**src/rtl/xbar_sched_pkg.sv**
```systemverilog
// Shared definitions for the crossbar priority scheduler.
//  - pick_t / lowest_idx : priority encoder (lowest set bit, plus valid flag).
//  - idx_w / cnt_w       : width helpers used to derive each module's
//                          IdxW / CntW localparams from its own parameters.
// The encoder works on a MaxIn-bit vector, so NumIn may not exceed MaxIn.
package xbar_sched_pkg;

    localparam int MaxIn   = 32;
    localparam int MaxIdxW = 5;

    typedef struct packed {
        logic               valid;
        logic [MaxIdxW-1:0] idx;
    } pick_t;

    // Width of an index into n entries (at least 1 bit).
    function automatic int idx_w(input int n);
        return (n > 1) ? $clog2(n) : 1;
    endfunction

    // Width of a counter that must reach thr inclusive.
    function automatic int cnt_w(input int thr);
        return $clog2(thr + 1);
    endfunction

    // Lowest set bit of vec; valid is 0 when vec is all zeros.
    function automatic pick_t lowest_idx(input logic [MaxIn-1:0] vec);
        pick_t r;
        r = '0;
        // Scan downwards so the last hit written is the lowest index.
        for (int i = MaxIn - 1; i >= 0; i--) begin
            if (vec[i]) begin
                r.valid = 1'b1;
                r.idx   = MaxIdxW'(i);
            end
        end
        return r;
    endfunction

endpackage

```
**src/rtl/xbar_sched_bank.sv**
```systemverilog
// Per-bank priority pointer with starvation lock.
// Ports:
//  clk_i, rst_i : clock, synchronous active-high reset
//  en_i         : 0 freezes the pointer and lock
//  sreq_i       : requesters that are starving, requesting, ungranted and
//                 addressing this bank
//  gnt_i        : requesters granted on this bank this cycle
//  rr_o         : registered priority index fed to the crossbar arbiter
//  lock_o       : registered flag, pointer held by a starvation lock
module xbar_sched_bank
    import xbar_sched_pkg::*;
#(
    parameter int NumIn = 4,
    parameter int IdxW  = idx_w(NumIn)
) (
    input  logic             clk_i,
    input  logic             rst_i,
    input  logic             en_i,
    input  logic [NumIn-1:0] sreq_i,
    input  logic [NumIn-1:0] gnt_i,
    output logic [IdxW-1:0]  rr_o,
    output logic             lock_o
);

    logic [IdxW-1:0]  rr_q, rr_d;
    logic             lock_q, lock_d;
    logic [MaxIn-1:0] sreq_pad, gnt_pad;
    pick_t            s_pick, g_pick;
    int unsigned      g_idx;

    // NOTE: every signal written in always_comb gets a default at the top,
    // so no path leaves it unassigned and no latch is inferred.
    always_comb begin
        sreq_pad              = '0;
        gnt_pad               = '0;
        sreq_pad[NumIn-1:0]   = sreq_i;
        gnt_pad[NumIn-1:0]    = gnt_i;
        s_pick                = lowest_idx(sreq_pad);
        g_pick                = lowest_idx(gnt_pad);
        g_idx                 = int'(g_pick.idx);
        rr_d                  = rr_q;
        lock_d                = lock_q;

        if (en_i) begin
            if (s_pick.valid) begin
                // Keep serving the current lock holder while it still waits;
                // otherwise move to the lowest starving requester.
                lock_d = 1'b1;
                if (!(lock_q && sreq_i[rr_q])) begin
                    rr_d = IdxW'(s_pick.idx);
                end
            end else if (g_pick.valid) begin
                // Explicit wrap so non-power-of-2 NumIn still cycles correctly.
                lock_d = 1'b0;
                rr_d   = (g_idx + 1 == NumIn) ? '0 : IdxW'(g_idx + 1);
            end else begin
                lock_d = 1'b0;
            end
        end
    end

    // NOTE: state flops use non-blocking assignments so every flop samples
    // its pre-edge inputs regardless of statement order.
    always_ff @(posedge clk_i) begin
        if (rst_i) begin
            rr_q   <= '0;
            lock_q <= 1'b0;
        end else begin
            rr_q   <= rr_d;
            lock_q <= lock_d;
        end
    end

    assign rr_o   = rr_q;
    assign lock_o = lock_q;

endmodule

```
**src/rtl/xbar_prio_sched.sv**
```systemverilog
// Priority scheduler driving the external priority inputs of a TCDM crossbar.
// Observes request, bank address and grant vectors; keeps per-requester wait
// counters and one pointer/lock pair per bank.
// Ports:
//  clk_i, rst_i : clock, synchronous active-high reset
//  en_i         : 1 schedule normally, 0 freeze all state
//  req_i        : [NumIn]        master requests
//  add_i        : [NumIn*AddW]   bank index per master (packed, master 0 lowest)
//  gnt_i        : [NumIn]        master grants from the crossbar
//  rr_o         : [NumOut*IdxW]  registered priority index per bank
//  starve_o     : [NumIn]        requester waited StarveThr cycles
//  lock_o       : [NumOut]       bank pointer held by a starvation lock
module xbar_prio_sched
    import xbar_sched_pkg::*;
#(
    parameter int NumIn     = 4,
    parameter int NumOut    = 4,
    parameter int StarveThr = 8
) (
    input  logic                   clk_i,
    input  logic                   rst_i,
    input  logic                   en_i,
    input  logic [NumIn-1:0]       req_i,
    input  logic [NumIn*(NumOut > 1 ? $clog2(NumOut) : 1)-1:0] add_i,
    input  logic [NumIn-1:0]       gnt_i,
    output logic [NumOut*$clog2(NumIn)-1:0] rr_o,
    output logic [NumIn-1:0]       starve_o,
    output logic [NumOut-1:0]      lock_o
);

    localparam int IdxW = idx_w(NumIn);
    localparam int AddW = idx_w(NumOut);
    localparam int CntW = cnt_w(StarveThr);

    logic [CntW-1:0]  wait_q [NumIn];
    logic [CntW-1:0]  wait_d [NumIn];
    logic [NumIn-1:0] starve;
    logic [NumIn-1:0] bank_sreq [NumOut];
    logic [NumIn-1:0] bank_gnt  [NumOut];

    // Wait counters: count stalled cycles, saturate at StarveThr,
    // clear on grant or when the request drops.
    always_comb begin
        for (int j = 0; j < NumIn; j++) begin
            starve[j] = (wait_q[j] == CntW'(StarveThr));
            wait_d[j] = wait_q[j];
            if (en_i) begin
                if (req_i[j] && !gnt_i[j]) begin
                    if (!starve[j]) begin
                        wait_d[j] = wait_q[j] + 1'b1;
                    end
                end else begin
                    wait_d[j] = '0;
                end
            end
        end
    end

    always_ff @(posedge clk_i) begin
        if (rst_i) begin
            wait_q <= '{default: '0};
        end else begin
            wait_q <= wait_d;
        end
    end

    assign starve_o = starve;

    // Route each requester to the bank it addresses. An out-of-range bank
    // index matches no k, so it never touches a pointer.
    always_comb begin
        for (int k = 0; k < NumOut; k++) begin
            bank_sreq[k] = '0;
            bank_gnt[k]  = '0;
            for (int j = 0; j < NumIn; j++) begin
                if (add_i[j*AddW +: AddW] == AddW'(k)) begin
                    bank_sreq[k][j] = starve[j] & req_i[j] & ~gnt_i[j];
                    bank_gnt[k][j]  = gnt_i[j];
                end
            end
        end
    end

    for (genvar k = 0; k < NumOut; k++) begin : g_bank
        xbar_sched_bank #(
            .NumIn (NumIn),
            .IdxW  (IdxW)
        ) u_bank (
            .clk_i  (clk_i),
            .rst_i  (rst_i),
            .en_i   (en_i),
            .sreq_i (bank_sreq[k]),
            .gnt_i  (bank_gnt[k]),
            .rr_o   (rr_o[k*IdxW +: IdxW]),
            .lock_o (lock_o[k])
        );
    end

endmodule

```
**config.mk**
```make
export PLATFORM = sky130hd
export DESIGN_NAME = xbar_prio_sched
export DESIGN_NICKNAME = d
export VERILOG_FILES = /design/src/rtl/xbar_sched_pkg.sv /design/src/rtl/xbar_sched_bank.sv /design/src/rtl/xbar_prio_sched.sv
export SDC_FILE = /design/constraint.sdc
export NUM_CORES = 1
export LEC_CHECK = 0
export CELL_PAD_IN_SITES_DETAIL_PLACEMENT = 1
export CELL_PAD_IN_SITES_GLOBAL_PLACEMENT = 2
export CORE_MARGIN = 2
export CORE_UTILIZATION = 34
export DETAILED_ROUTE_END_ITERATION = 8
export GPL_ROUTABILITY_DRIVEN = 0
export GPL_TIMING_DRIVEN = 0
export PLACE_DENSITY = 0.88
export REMOVE_ABC_BUFFERS = 1
export SYNTH_ARGS = -nofsm -noshare
export SYNTH_HDL_FRONTEND = slang
export SYNTH_HIERARCHICAL = 1
export SYNTH_SLANG_ARGS = --single-unit
```
**constraint.sdc**
```tcl
create_clock -name clk_i -period 5.95 [get_ports clk_i]
set_input_delay 1.19 -clock clk_i [delete_from_list [all_inputs] [get_ports clk_i]]
set_output_delay 1.19 -clock clk_i [all_outputs]
set_load 0.02 [all_outputs]
```
# [Yosys cells after proc, flatten, opt, wreduce, memory -nomap -nowiden]
# Index checks and enable logic that the tools add are counted.
[op_classes] n_addsub=8 n_lt_le_gt_ge=4 eq_ne=28 muxes=100 bitwise=12 n_reduce_logical=28
[ops] operator="$mux 6" count=32
[ops] operator="$eq 32x3->1 const B" count=4
[ops] operator="$mux 1" count=40
[ops] operator="$mux 2" count=16
[ops] operator="$mux 4" count=8
[ops] operator="$add 5x1->6 const B" count=4
[ops] operator="$add 4x1->4 const B" count=4
[ops] operator="$eq 2x2->1 const B" count=8
[ops] operator="$eq 4x4->1 const B" count=4
[ops] operator="$ne 2x2->1 const B" count=8
[ops] operator="$lt 2x3->1 const B" count=4
[ops] operator="$reduce_and 3->1" count=4
[ops] operator="$and 1x1->1" count=8
[ops] operator="$bmux 1 s2" count=4
[ops] operator="$eq 2x1->1 const B" count=4
[ops] operator="$logic_and 1x1->1" count=8
[ops] operator="$logic_not 2->1" count=4
[ops] operator="$reduce_and 2->1" count=4
[ops] operator="$reduce_bool 2->1" count=4
[ops] operator="$logic_not 1->1" count=4
[ops] operator="$not 1->1" count=4
[word_totals] reg_bits=28 input_bits=19 out_inout_bits=16 wordCells=192

# [Longest topological paths before layout]
# Gate-level depths: netlist (run 1).
[depth] depth_word=11 mapped_depth=10 depth_no_buf=10

# [By module]
# The synthesis (run 1) kept the hierarchy.
[modules_own_cells] module="xbar_prio_sched" instances=1 cells_per_inst=166 area_each_um2=1381.3 seq_area_each_um2=320.3
[modules_own_cells] module="xbar_sched_bank" instances=4 cells_per_inst=23 area_each_um2=191.4 seq_area_each_um2=60.1

# [Worst setup path before layout (run 1)]
# No wires, ideal clock.
[synth_timing] kind="input to register" from="input req_i[3]" to="register g_bank[3].u_bank.rr_q[1]" setup_ns=0.070 t_arrival_ns=3.100 t_required_ns=5.880 setup_slack_ns=2.781 cell_stages=7 n_path_buf=1 path_cell_list="nor2b_2 -> buf_6 -> and4_1 -> mux4_2 -> a221o_1 -> or4b_1 -> a21oi_1"
[synth_lines] element="from (decl)" line="xbar_prio_sched.sv:23" source="input logic [NumIn-1:0] req_i,"
[synth_lines] element="to (signal assigned)" line="xbar_sched_bank.sv:69" source="rr_q <= rr_d;"
[synth_lines] element="to (decl)" line="xbar_sched_bank.sv:25" source="logic [IdxW-1:0] rr_q, rr_d;"

==> summary.md, run 1 <==
| Metric | Value |
|---|---|
| Die Ht | roughly 83 um |
| Worst slew pin tran | approximately 1200 ps |
| Total power | between 400 and 500 uW |
| Cell variety after synth | 33 |
| Post-synth EDFFs | 0 |
| P_sw | approximately 110 uW |
| Comb pwr share | just under 20% |
| Bufs on Longest Clock Path | 2 |
| Die footprint | ~7000 um^2 |
| Metal-1 WL | between 2000 and 3000 um |
| F_max | 270.0 MHz |
| Clock power frac | ~31% |
| H-Tree Depth | 1 |
| Placed cell area | about 2500 um^2 |
| Reg power frac | between 40% and 50% |
| Max IR drop VDD | 88.54 uV |
| Root Buffer | clkbuf_8 |
| CP startpoint kind | input port |
| Synthesized flop and latch total | 28 |
| CTS sink count | 28 |
| Skew-Pair Late Insertion Delay | roughly 280 ps |
| Worst slack at placement | 1994 ps |
| Reg clk slew, reported paths | 110 ps |
| Vias in the first global route | 2116 |
| Async S/R FF share, synth | 0% |
| Fin Hold WS | 492.4 ps |
| Pin count of the biggest net entering global routing | 33 |
| I/O pins | 35 |
| Pwr Density | approximately 160 nW/um^2 |
| Vias | approximately 2100 |
| Leakage Power | between 0.0008 and 0.0009 uW |
| Core area | around 6000 um^2 |
| Arrival time worst endpoint | about 3900 ps |
| Setup CP Type | input port to register |
| CTS hold repair buffers | 0 |
| Hold crit path type | register to register |
| Max-slew violation count | 0 |
| Wire length on met2 | ~2700 um |
| RSZ-0062 raised after global routing | no |
| Outcome | complete, no violations |
| Final nets | 315 |
| PortBufs | 34 |
| Fin area | 2564 um^2 |
| Internal power | around 290 uW |
| First-pass GRT wire length | ~10000 um |
| CP required | approximately 6000 ps |
| Highest routing layer actually used | met4 |
| Met3 routed WL | ~210 um |
| Final worst slack | ~2200 ps |
| Dominant synthesized flop cell | dfxtp_1 |
| Maxcap violations | 0 |
| Ys Warns | 6 |
| Initial antenna violation count | 0 |
| Share of post-route cells with drive strength above 1 | between 10 and 15% |
| Row count | 28 |
| Final hold violation count | 0 |
| Area Growth Syn to Fin | 19.41% |
| Final ANT Viol Nets | 0 |
| Post-synthesis sequential area ratio | 26.11% |
| Setup Skew | 3.131 ps |
| Global-route usage over all layers | 17.44% |
| Die X | 83.47 um |
| Detailed Routing Iterations Pass 1 | 4 |
| CTS Buf Count | 3 |
| Final setup fails | 0 |
| Post-CTS Setup Inserts | 0 |
| Setup_tns | 0 ps |
| Switch share | between 20% and 30% |
| Tcrit/Tclk final | slightly above 60% |
| Via/cell ratio | 5.663 |
| Initial Util | a little over a third |
| TritonCTS clock tree | done |
| Overflow left after global routing | 0 |
| Post-DP HPWL | approximately 4300 um |
| DRT iter0 DRCs | 44 |
| # diodes | 0 |
| WL/cell | roughly 16 um |
| Crit path max fanout | 9 |
| DRT Wirelength | a little under 6000 um |
| CTS resizes | 0 |
| Crit end category | register |
| Synth Area per Inst | approximately 8.3 um^2 |
| Mapped Cells | between 200 and 300 |
| Final Critical Period | 3704 ps |
| Remaining routing DRC violations | 0 |
| Relative slew slack | about 18% |
| Post-Syn Area | 2147 um^2 |
-- power groups by stage --
stage | logic, uW | clock network, uW | registers [uW]
floorplan | 31.8 | 0 | 207
global route | 86.9 | 140 | 200
CTS | 79.3 | 132 | 199
detailed placement | 79.0 | 0 | 203
global placement | 78.3 | 0 | 203
finish | 78.7 | 126 | 199
-- state kept, by name, summed over array words and instances (netlist names) --
name and count:
g_bank.u_bank/lock_o 4, g_bank.u_bank/rr_o 8, wait_q 16
-- worst max-delay path, stage by stage --
cell,delay (ps)
clkdlybuf4s50_1,550
nor2b_2,380
nand2_2,160
nor3_1,420
nor4_1,140
a221o_1,370
or4b_1,490
a21oi_1,180
-- cells in the mapped netlist, types with 4 or more instances --
| cell | n | area, um^2 |
|---|---|---|
| o21ai_0 | 12 | 60.06 |
| nand2_1 | 20 | 75.07 |
| and3b_1 | 5 | 43.79 |
| nor3b_1 | 8 | 60.06 |
| mux4_2 | 4 | 90.09 |
| nand4_1 | 12 | 75.07 |
| a21oi_1 | 12 | 60.06 |
| dfxtp_1 | 28 | 560.5 |
| nor2b_1 | 9 | 56.30 |
| nor4_1 | 8 | 50.05 |
| nor3_1 | 4 | 20.02 |
| and3_1 | 8 | 50.05 |
| o41ai_1 | 4 | 35.03 |
| nand2_2 | 4 | 25.02 |
| nand3b_4 | 4 | 80.08 |
| inv_1 | 16 | 60.06 |
| nor3b_2 | 8 | 100.1 |
| clkinv_2 | 5 | 25.02 |
| ha_1 | 8 | 100.1 |
| nand4b_1 | 4 | 35.03 |
| a31oi_1 | 12 | 75.07 |
| nand3_1 | 8 | 40.04 |
| nor2_1 | 20 | 75.07 |
| a211oi_1 | 4 | 30.03 |
| buf_4 | 4 | 30.03 |
| nand3b_1 | 8 | 60.06 |
| or4b_1 | 4 | 40.04 |
| a221o_1 | 4 | 40.04 |
-- routing by layer --
metal / vias up / track usage [%]
met5: - / 0
met4: 0 / 3.519
met3: 10 / 3.660
met2: 40 / 29.47
met1: 978 / 23.08
li1: 1022 / -
-- through the flow --
stage | instances | util, %
CTS | 362 | 42.55
floorplan | 249 | -
detailed placement | 358 | 41.63
global route | 362 | 42.55
global placement | 358 | 41.63
finish | 362 | 42.55
-- path summary, 6_finish.rpt --
path / startpoint / end / slack (ps) / cells past startpoint
max: gnt_i[0] / g_bank[0].u_bank/rr_o[1]$_SDFFE_PP0P_ / 2250 / 8
min: g_bank[2].u_bank/rr_o[1]$_SDFFE_PP0P_ / g_bank[2].u_bank/rr_o[1]$_SDFFE_PP0P_ / 490 / 2
min reg2reg: g_bank[2].u_bank/rr_o[1]$_SDFFE_PP0P_ / g_bank[2].u_bank/rr_o[1]$_SDFFE_PP0P_ / 490 / 2
max reg2reg: wait_q[12]$_SDFFE_PP0P_ / g_bank[0].u_bank/rr_o[1]$_SDFFE_PP0P_ / 3100 / 10
-- cells in the final DEF (no fill, tap or decap) --
master and count:
clkdlybuf4s50_1 34, a21oi_1 12, a211oi_1 4, and3_1 8, clkinv_2 5, and4_1 3
nor3b_1 8, nand2_2 4, a221o_1 4, nor2_1 20, nand3_1 8, o21ai_0 12
or4b_1 4, dfxtp_1 28, inv_1 16, and3b_1 5, clkbuf_8 4, nand3b_4 4
nand4_1 12, nor3b_2 8, nand2_1 20, ha_1 8, nor3_1 4, nor2b_2 3
o41ai_1 4, nor4_1 8, nand3b_1 8, nand4b_1 4, a31oi_1 12, nor2b_1 9
mux4_2 4
-- final cells by class --
type | instances | area [um^2]
well taps | 75 | 93.84
fillers | 741 | 3462
clock buffers | 4 | 55.05
repair buffers | 34 | 340.3
multi-input cells | 200 | 1429
flip-flops and latches | 28 | 560.5
inverters | 21 | 85.08
-- logic make-up after synthesis --
family | share of synthesized area (%)
mux | 4.196
fa+ha+maj | 4.662
simple gates | 43.71
buf+inv | 7.342
flops | 26.11
compound gates | 13.99
(Power assumes the default switching activity.)
==> inputs of run 2 (changes only) <==
Settings changed: CORE_UTILIZATION 34 to 29, PLACE_DENSITY 0.88 to 0.8.
Clock period 5.95 ns to 3.15 ns, I/O delays scaled along.
==> summary.md, run 2 (synthesis results as in run 1) <==
| Metric | Value |
|---|---|
| Outcome | complete, no violations (unchanged) |
| DRT Wirelength | 6103 um (was 5855 um) |
| Crit path max fanout | 9 (unchanged) |
| H-Tree Depth | 1 (unchanged) |
| R2R depth | 9 (was 10) |
| Setup CP Type | input port to register (unchanged) |
| Crit path from | gnt_i[2] (was gnt_i[0]) |
| # diodes | 0 (unchanged) |
| Placed cell area | 2539 um^2 (was 2509 um^2) |
| Critical Path, Cell by Cell | clkdlybuf4s50_1, nor2b_2, and4_1, mux4_2, a221o_1, or4b_1, a21oi_1 (was clkdlybuf4s50_1, nor2b_2, nand2_2, nor3_1, nor4_1, a221o_1, or4b_1, a21oi_1) |
| Fin Hold WS | 489.2 ps (was 492.4 ps) |
| CTS Buf Count | 3 (unchanged) |
| Final setup fails | 0 (unchanged) |
| Worst r2r src | wait_q[4]$_SDFFE_PP0P_ (was wait_q[12]$_SDFFE_PP0P_) |
| Initial Util | 29.76% (was 35.63%) |
| Core area | 7214 um^2 (was 6026 um^2) |
| CP required | 3340 ps (was 6140 ps) |
| PortBufs | 34 (unchanged) |
| Die X | 90.05 um (was 83.47 um) |
| I/O pins | 35 (unchanged) |
| Skew-Pair Late Insertion Delay | 280 ps (about the same) |
| Number of fill cells in the layout | 869 (was 741) |
| Hold crit path type | register to register (unchanged) |
| Die Ht | 90.05 um (was 83.47 um) |
| Arrival time worst endpoint | 3170 ps (was 3890 ps) |
| Pwr Density | 313.9 nW/um^2 (was 157.2 nW/um^2) |
| Area Growth Syn to Fin | 22.38% (was 19.41%) |
| Final hold violation count | 0 (unchanged) |
| Crit-path max cell delay | 590 ps (was 550 ps) |
| CP startpoint kind | input port (unchanged) |
| Vias | 2072 (was 2050) |
| Pin count of the biggest net entering global routing | 33 (unchanged) |
| Remaining routing DRC violations | 0 (unchanged) |
| DRT iter0 DRCs | 68 (was 44) |
| P_sw | 220.4 uW (was 114.4 uW) |
| Detailed Routing Iterations Pass 1 | 4 (unchanged) |
| WL/cell | 15.81 um (was 16.17 um) |
| Reg with most FFs | wait_q (unchanged) |
| Vias in the first global route | 2088 (was 2116) |
| Setup Skew | 1.823 ps (was 3.131 ps) |
| Internal power | 604.3 uW (was 288.5 uW) |
| RR Endpoint | g_bank[3].u_bank/rr_o[1]$_SDFFE_PP0P_ (was g_bank[0].u_bank/rr_o[1]$_SDFFE_PP0P_) |
| Worst slack at placement | -313.6 ps (was 1994 ps) |
| Die footprint | 8108 um^2 (was 6966 um^2) |
| Max FFs per register | 16 (unchanged) |
| Worst slew pin tran | 1241 ps (was 1220 ps) |
| Most common cell after layout, fill and taps aside | clkdlybuf4s50_1 (unchanged) |
| Final nets | 315 (unchanged) |
| Clock power frac | 36.1% (was 31.2%) |
| Reg power frac | 45.5% (was 49.3%) |
| Switch share | 26.73% (was 28.40%) |
| Flop-to-flop setup slack | 340 ps (was 3100 ps) |
| Share of post-route cells with drive strength above 1 | 11.85% (was 11.15%) |
| Post-DP HPWL | 4464 um (was 4329 um) |
| CP max stage cell | clkdlybuf4s50_1 (unchanged) |
| Bufs on Longest Clock Path | 2 (unchanged) |
| Comb pwr share | 18.4% (was 19.5%) |
| Hold endpoint | g_bank[0].u_bank/rr_o[1]$_SDFFE_PP0P_ (was g_bank[2].u_bank/rr_o[1]$_SDFFE_PP0P_) |
| Leakage Power | 0.0008854 uW (was 0.0008681 uW) |
| First-pass GRT wire length | 10290 um (was 10120 um) |
| Max-slew violation count | 0 (unchanged) |
| Commonest non-fill, non-tap cells in the layout | 34 x clkdlybuf4s50_1, 28 x dfxtp_1, 20 x nand2_1, 20 x nor2_1, 16 x inv_1 (unchanged) |
| Initial antenna violation count | 0 (unchanged) |
| Root Buffer | clkbuf_8 (unchanged) |
| CTS sink count | 28 (unchanged) |
| Global-route usage over all layers | 15.19% (was 17.44%) |
| Reg clk slew, reported paths | 110 ps (about the same) |
| Crit end category | register (unchanged) |
| Final worst slack | 170.7 ps (was 2246 ps) |
| Final ANT Viol Nets | 0 (unchanged) |
| Overflow left after global routing | 0 (unchanged) |
| Hold_sp | g_bank[0].u_bank/rr_o[1]$_SDFFE_PP0P_ (was g_bank[2].u_bank/rr_o[1]$_SDFFE_PP0P_) |
| TritonCTS clock tree | done (unchanged) |
| Max IR drop VDD | 197.9 uV (was 88.54 uV) |
| CTS hold repair buffers | 0 (unchanged) |
| Final Critical Period | around 3000 ps |
| Tcrit/Tclk final | between 90 and 100% |
| RSZ-0062 raised after global routing | no (unchanged) |
| Maxcap violations | 0 (unchanged) |
| Hold-critical path depth | 2 (unchanged) |
| Row count | 31 (was 28) |
| Via/cell ratio | 5.368 (was 5.663) |
| Relative slew slack | 17.00% (was 18.42%) |
| Fin area | 2628 um^2 (was 2564 um^2) |
| F_max | between 300 and 400 MHz |
==> run 2: cell type report <==
cell class              count  area (um^2)  share of cell area, %
clock buffers               3        41.29                  1.571
clock inverters             1        30.03                  1.143
inverters                  21        85.08                  3.238
multi-input cells         200         1446                  55.05
flip-flops and latches     28        560.5                  21.33
well taps                  99        123.9                  4.714
repair buffers             34        340.3                  12.95
==> run 2: routing by layer <==
layer | routed length (um) | vias to the layer above | global-route usage, %
li1 | - | 1022 | -
met1 | 3114 | 1015 | 21.00
met2 | 2734 | 29 | 24.75
met3 | 174 | 6 | 2.263
met4 | 80 | 0 | 3.974
met5 | 0 | - | 0
==> run 2: what timing repair did <==
item / in CTS / in global routing
endpoints found under the setup margin: 1 / 2
pin swaps: 0 / 0
gates resized for setup: 1 / 3
buffers inserted: 0 / 0
==> run 2: worst max-delay path by stage <==
stage	endpoint	slack, ps	cells past startpoint
2_1_floorplan	g_bank[3].u_bank/rr_o[1]$_SDFFE_PP0P_	550	9
3_3_place_gp	g_bank[0].u_bank/rr_o[1]$_SDFFE_PP0P_	-290	8
3_5_place_dp	g_bank[0].u_bank/rr_o[1]$_SDFFE_PP0P_	-310	8
4_1_cts	g_bank[0].u_bank/rr_o[1]$_SDFFE_PP0P_	90	8
5_1_grt	g_bank[1].u_bank/rr_o[1]$_SDFFE_PP0P_	30	8
6_report	g_bank[3].u_bank/rr_o[1]$_SDFFE_PP0P_	170	7
==> run 2: power by group through the flow <==
stage,Sequential [uW],Clock (uW),Combinational (uW)
final,375,297,152
after CTS,376,307,151
after floorplan,392,0,60.0
after global routing,378,321,166
after detailed placement,384,0,150
after global placement,383,0,148
==> run 2: worst max-delay path: cells and delay by family <==
| family | cells | cell delay, ps |
|---|---|---|
| simple gates | 3 | 910 |
| mux | 1 | 480 |
| compound gates | 2 | 560 |
| buf+inv | 1 | 590 |
==> run 2: per-stage QoR <==
step / setup TNS, ps / cells / total power (uW) / util, %
after floorplan: 0 / 249 / 451.7 / -
after global placement: -865.7 / 382 / 531.1 / 35.19
after detailed placement: -1091 / 382 / 533.9 / 35.19
after CTS: 0 / 386 / 834.3 / 36.21
after global routing: 0 / 386 / 864.9 / 36.42
final: 0 / 386 / 824.7 / 36.42
